## src/rtl/fetch_ctrl.sv

```systemverilog
// Instruction-fetch sequencer: owns the PC, registers inst_mem words into a one-entry stage for decode.
// Latency: word at PC is presented as InstrValid the cycle after PC is driven; redirect target valid 2 cycles after BranchTaken.
// Backpressure: valid/ready; while the stage holds an unaccepted word, PC, InstrOut and PCOut all hold.
module fetch_ctrl #(
    parameter int unsigned MEM_BYTES = 32,
    parameter logic [31:0] RESET_PC  = 32'h0000_0000,
    parameter logic [31:0] HALT_WORD = 32'hFFFF_FFFF
) (
    input  logic        clk,
    input  logic        rst_n,
    output logic [31:0] ReadAddr,
    input  logic [31:0] Instruccion,
    input  logic        BranchTaken,
    input  logic [31:0] BranchTarget,
    output logic [31:0] InstrOut,
    output logic [31:0] PCOut,
    output logic        InstrValid,
    input  logic        InstrReady,
    output logic        Halted,
    output logic        AddrErr,
    output logic [15:0] FetchCount
);

    localparam logic [31:0] ADDR_MASK = 32'(MEM_BYTES - 1);
    localparam logic [31:0] MEM_LIMIT = 32'(MEM_BYTES);

    typedef enum logic [1:0] {
        S_BOOT = 2'd0,
        S_RUN  = 2'd1,
        S_HALT = 2'd2
    } state_t;

    state_t      state, state_nxt;
    logic [31:0] pc, pc_nxt;
    logic [31:0] instr_q, instr_nxt;
    logic [31:0] pcout_q, pcout_nxt;
    logic        vld_q, vld_nxt;
    logic        err_q, err_nxt;
    logic [15:0] cnt_q, cnt_nxt;

    logic        stage_free;
    logic        handshake;
    logic        capture;
    logic        tgt_bad;

    always_comb begin
        state_nxt = state;
        pc_nxt    = pc;
        instr_nxt = instr_q;
        pcout_nxt = pcout_q;
        vld_nxt   = vld_q;
        err_nxt   = err_q;
        cnt_nxt   = cnt_q;

        stage_free = !vld_q || InstrReady;
        handshake  = vld_q && InstrReady;
        capture    = (state == S_RUN) && stage_free && !BranchTaken;
        tgt_bad    = (BranchTarget[1:0] != 2'b00) || (BranchTarget >= MEM_LIMIT);

        // Counting is independent of redirect: a flushed-but-accepted word still reached decode.
        if (handshake && (state != S_BOOT) && (cnt_q != 16'hFFFF)) begin
            cnt_nxt = cnt_q + 16'd1;
        end

        case (state)
            S_BOOT:  state_nxt = S_RUN;
            S_RUN:   if (capture && (Instruccion == HALT_WORD)) state_nxt = S_HALT;
            S_HALT:  state_nxt = S_HALT;
            default: state_nxt = S_BOOT;
        endcase

        if (BranchTaken) begin
            vld_nxt   = 1'b0;
            pc_nxt    = {BranchTarget[31:2], 2'b00} & ADDR_MASK;
            state_nxt = S_RUN;
            if (tgt_bad) begin
                err_nxt = 1'b1;
            end
        end else if (capture) begin
            instr_nxt = Instruccion;
            pcout_nxt = pc;
            vld_nxt   = 1'b1;
            pc_nxt    = (pc + 32'd4) & ADDR_MASK;
        end else if (handshake) begin
            vld_nxt = 1'b0;
        end
    end

    always_ff @(posedge clk) begin
        if (!rst_n) begin
            state   <= S_BOOT;
            pc      <= RESET_PC;
            instr_q <= 32'h0;
            pcout_q <= 32'h0;
            vld_q   <= 1'b0;
            err_q   <= 1'b0;
            cnt_q   <= 16'h0;
        end else begin
            state   <= state_nxt;
            pc      <= pc_nxt;
            instr_q <= instr_nxt;
            pcout_q <= pcout_nxt;
            vld_q   <= vld_nxt;
            err_q   <= err_nxt;
            cnt_q   <= cnt_nxt;
        end
    end

    assign ReadAddr   = pc;
    assign InstrOut   = instr_q;
    assign PCOut      = pcout_q;
    assign InstrValid = vld_q;
    assign Halted     = (state == S_HALT);
    assign AddrErr    = err_q;
    assign FetchCount = cnt_q;

endmodule

```

## config.mk

```make
export PLATFORM = sky130hd
export DESIGN_NAME = fetch_ctrl
export DESIGN_NICKNAME = d
export VERILOG_FILES = /design/src/rtl/fetch_ctrl.sv
export SDC_FILE = /design/constraint.sdc
export NUM_CORES = 1
export LEC_CHECK = 0
export BUFFER_PORTS_ARGS = -buffer_cell sky130_fd_sc_hd__clkbuf_2
export CAP_MARGIN = 25
export CORE_MARGIN = 4
export CORE_UTILIZATION = 47
export CTS_CLUSTER_DIAMETER = 50
export DETAILED_ROUTE_END_ITERATION = 10
export GPL_ROUTABILITY_DRIVEN = 1
export HOLD_SLACK_MARGIN = 0.02
export MAX_ROUTING_LAYER = met4
export PLACE_DENSITY_LB_ADDON = 0.25
export SLEW_MARGIN = 10
export SYNTH_ARGS = -nofsm -noshare
export SYNTH_HDL_FRONTEND = slang
export SYNTH_SLANG_ARGS = --single-unit
```

## constraint.sdc

```tcl
create_clock -name clk -period 5.9 [get_ports clk]
set_clock_uncertainty 0.2 [all_clocks]
set_input_delay 0.59 -clock clk [delete_from_list [all_inputs] [get_ports clk]]
set_output_delay 0.59 -clock clk [all_outputs]
set_load 0.01 [all_outputs]
```

==> results.ini <==
[place]
dpl.hpwl_um = 5784
gp_congestion = 0.8047
port_buffers = 124

[floorplanning]
fp.dieH_um = 88.10
rows = 28
die_area_um2 = 7762
core_area_um2 = 6061
initial_core_util_pct = 49.75
die_width_um = 88.10
io_pins = 183

[global_route]
grt_overflow = 0
grt_pass1_wl_um = 11260
grt_max_degree = 38
grt_antenna_before_repair = 0
grt_pass1_vias = 2490
grt_use_total_pct = 19.11

[outcome]
outcome = finished, final reports clean

[sta]
drv_slew = 0
hold_viol_final = 0
fin_crit_ns = 2.378
tightest_slew_ns = 0.5210
setup_viol = 0
slew_headroom_pct = 64.97
tns_ns = 0
period_share_pct = 40.30
fmax_mhz = 420.5
hold_slack_ns = 0.2521
rsz0062_at_grt = false

[logic_synthesis]
synth_warnings = 0
synth_seq_cells = 58
netlist_area_um2 = 3015
synth_cells = 376
seq_area_frac_synth_pct = 38.51
synth_cell_types = 39
avgSynthCellArea_um2 = 8.020

[layout]
insertedDiodeCount = 0
final_nets = 571
fillCellCount = 561
layout-drive-gt1-share_pct = 29.42
area_delta_synth_final_pct = 21.20

[clocking]
clock-sinks = 58
cts-root-buf = clkbuf_8
cts.path.max_buffers = 2
hold_buffers = 0
post_cts_buffers = 0
clock_latency_ns = 0.34
ctsResizeCount = 0
cts_buffers = 9
cts_tree = done
h-tree-depth = 3
clk_pin_slew_ns = 0.07

[job]
maxCapViolCount = 0

[worst_setup_path]
cp.arrival_ns = 2.45
critPathKind = register to register
worst-path-max-fanout = 13
crit_path_max_incr_delay_ns = 0.63
crit_required_ns = 5.97
slowest_stage = or4_1
cp_cell_sequence = inv_1 > ha_1 > and3b_1 > nand4_1 > or4_1 > a21oi_1
end_kind = register
cp-start-kind = register

[drt]
drtIter0Drc = 82
firstDrtPassIters = 4
routed_wl_um = 7619
wl_per_cell_um = 13.18
viasPerCell = 4.953
drcViolationCount = 0
vias = 2863
ant_nets = 0

[power_and_ir_drop]
peakVddDrop_v = 0.0001750
p_leak_nw = 1.656
powerDensity_nw_per_um2 = 239.4

[worst_hold_path]
hp-class = register to register

-- report_power, final --
group          leakage (nW)  switching (mW)  total, mW  internal, mW
registers             0.472          0.0108      0.420         0.409
clock network        0.0882           0.163      0.326         0.163
logic                  1.10          0.0807      0.130        0.0488
-- metrics by stage --
stage | cell area, µm² | instances | power [mW] | util [%] | worst slack [ns]
2_1_floorplan | 3229 | 433 | 0.5313 | - | 3.887
3_5_place_dp | 3475 | 562 | 0.5574 | 57.33 | 3.373
5_1_grt | 3655 | 578 | 0.9189 | 60.30 | 3.315
3_3_place_gp | 3475 | 562 | 0.5560 | 57.33 | 3.410
6_report | 3655 | 578 | 0.8749 | 60.30 | 3.522
4_1_cts | 3655 | 578 | 0.8823 | 60.30 | 3.538
-- critical path, delay by kind of cell, from the launching register on --
family / cells / cell delay, ns
adder cells (fa/ha/maj): 1 / 0.22
AND/OR/NAND/NOR: 3 / 1.32
buffers and inverters: 1 / 0.07
AO/OA/AOI/OAI: 1 / 0.14
flip-flops: 1 / 0.36
-- path summary, 6_finish.rpt --
kind | startpoint | endpoint | slack (ns) | cells after the start
setup / recovery | state[0] | FetchCount[5] | 3.52 | 6
hold / removal | AddrErr | AddrErr | 0.25 | 2
setup reg to reg | state[0] | FetchCount[5] | 3.52 | 6
hold reg to reg | AddrErr | AddrErr | 0.25 | 2
-- cells in the final DEF (no fill, tap or decap), drive strengths merged --
cell,count
a211oi,2
a21oi,44
a31oi,3
and3,2
and3b,1
and4,1
buf,3
clkbuf,134
clkinv,4
clkinvlp,2
conb,58
dfxtp,58
ha,5
inv,9
mux2i,5
nand2,81
nand2b,8
nand3,8
nand3b,3
nand4,14
nor2,7
nor2b,1
nor3,5
nor3b,1
nor4,15
nor4b,1
o211a,2
o21ai,3
o311a,1
o311ai,3
o31ai,4
o41ai,3
or3,1
or4,9
xnor2,2
-- layer usage --
metal	vias up	wire [µm]	GRT usage [%]	share of wire, %
met1	1293	3180	24.18	42
met2	107	3597	28.22	47
met5	-	0	-	0
li1	1448	-	-	-
met3	15	660	5.456	8.7
met4	0	180	8.654	2.4
-- layout make-up --
class | instances | area (µm²) | share of cell area, %
Clock buffer | 10 | 137.6 | 3.766
Tap cell | 75 | 93.84 | 2.568
Inverter | 9 | 33.78 | 0.9243
Sequential cell | 58 | 1161 | 31.77
Clock inverter | 6 | 42.54 | 1.164
Multi-Input combinational cell | 293 | 1543 | 42.21
Timing Repair Buffer | 127 | 643.1 | 17.60
-- logic make-up after synthesis --
kind of cell | after synthesis | synth area share, %
xor+xnor | 2 | 0.5810
mux | 5 | 1.660
simple gates | 158 | 26.97
fa+ha+maj | 5 | 2.075
compound gates | 65 | 12.66
flops | 58 | 38.51
other cells | 1 | 0.1244
buf+inv | 82 | 17.43
-- synthesized netlist by cell type (all sizes together) --
master   n  area (µm²)
o211a    2       20.02
buf     59       439.2
clkbuf  14       52.55
a21oi   44       220.2
o41ai    3       26.28
dfxtp   58        1161
nor2b    1       6.260
nor4b    1       8.760
a211oi   2       15.01
xnor2    2       17.52
nand2   81       304.0
mux2i    5       50.05
o31ai    4       30.03
nor4    15       115.1
o21ai    3       15.01
inv      9       33.78
or3      1       6.260
and4     1       8.760
ha       5       62.56
nor2     7       26.28
nand3    8       45.04
nand3b   3       22.52
nand2b   8       50.05
and3     2       12.51
nor3b    1       18.77
nor3     5       25.02
or4      9       67.56
conb     1       3.750
nand4   14       87.58
o311a    1       10.01
and3b    1       8.760
a31oi    3       18.77
o311ai   3       26.28
-- registers in the layout, indices dropped and copies added (netlist names) --
name,cells
FetchCount,16
InstrValid,1
PCOut,3
InstrOut,32
state,2
AddrErr,1
ReadAddr,3
No activity file was read; power rests on OpenSTA's default activity.
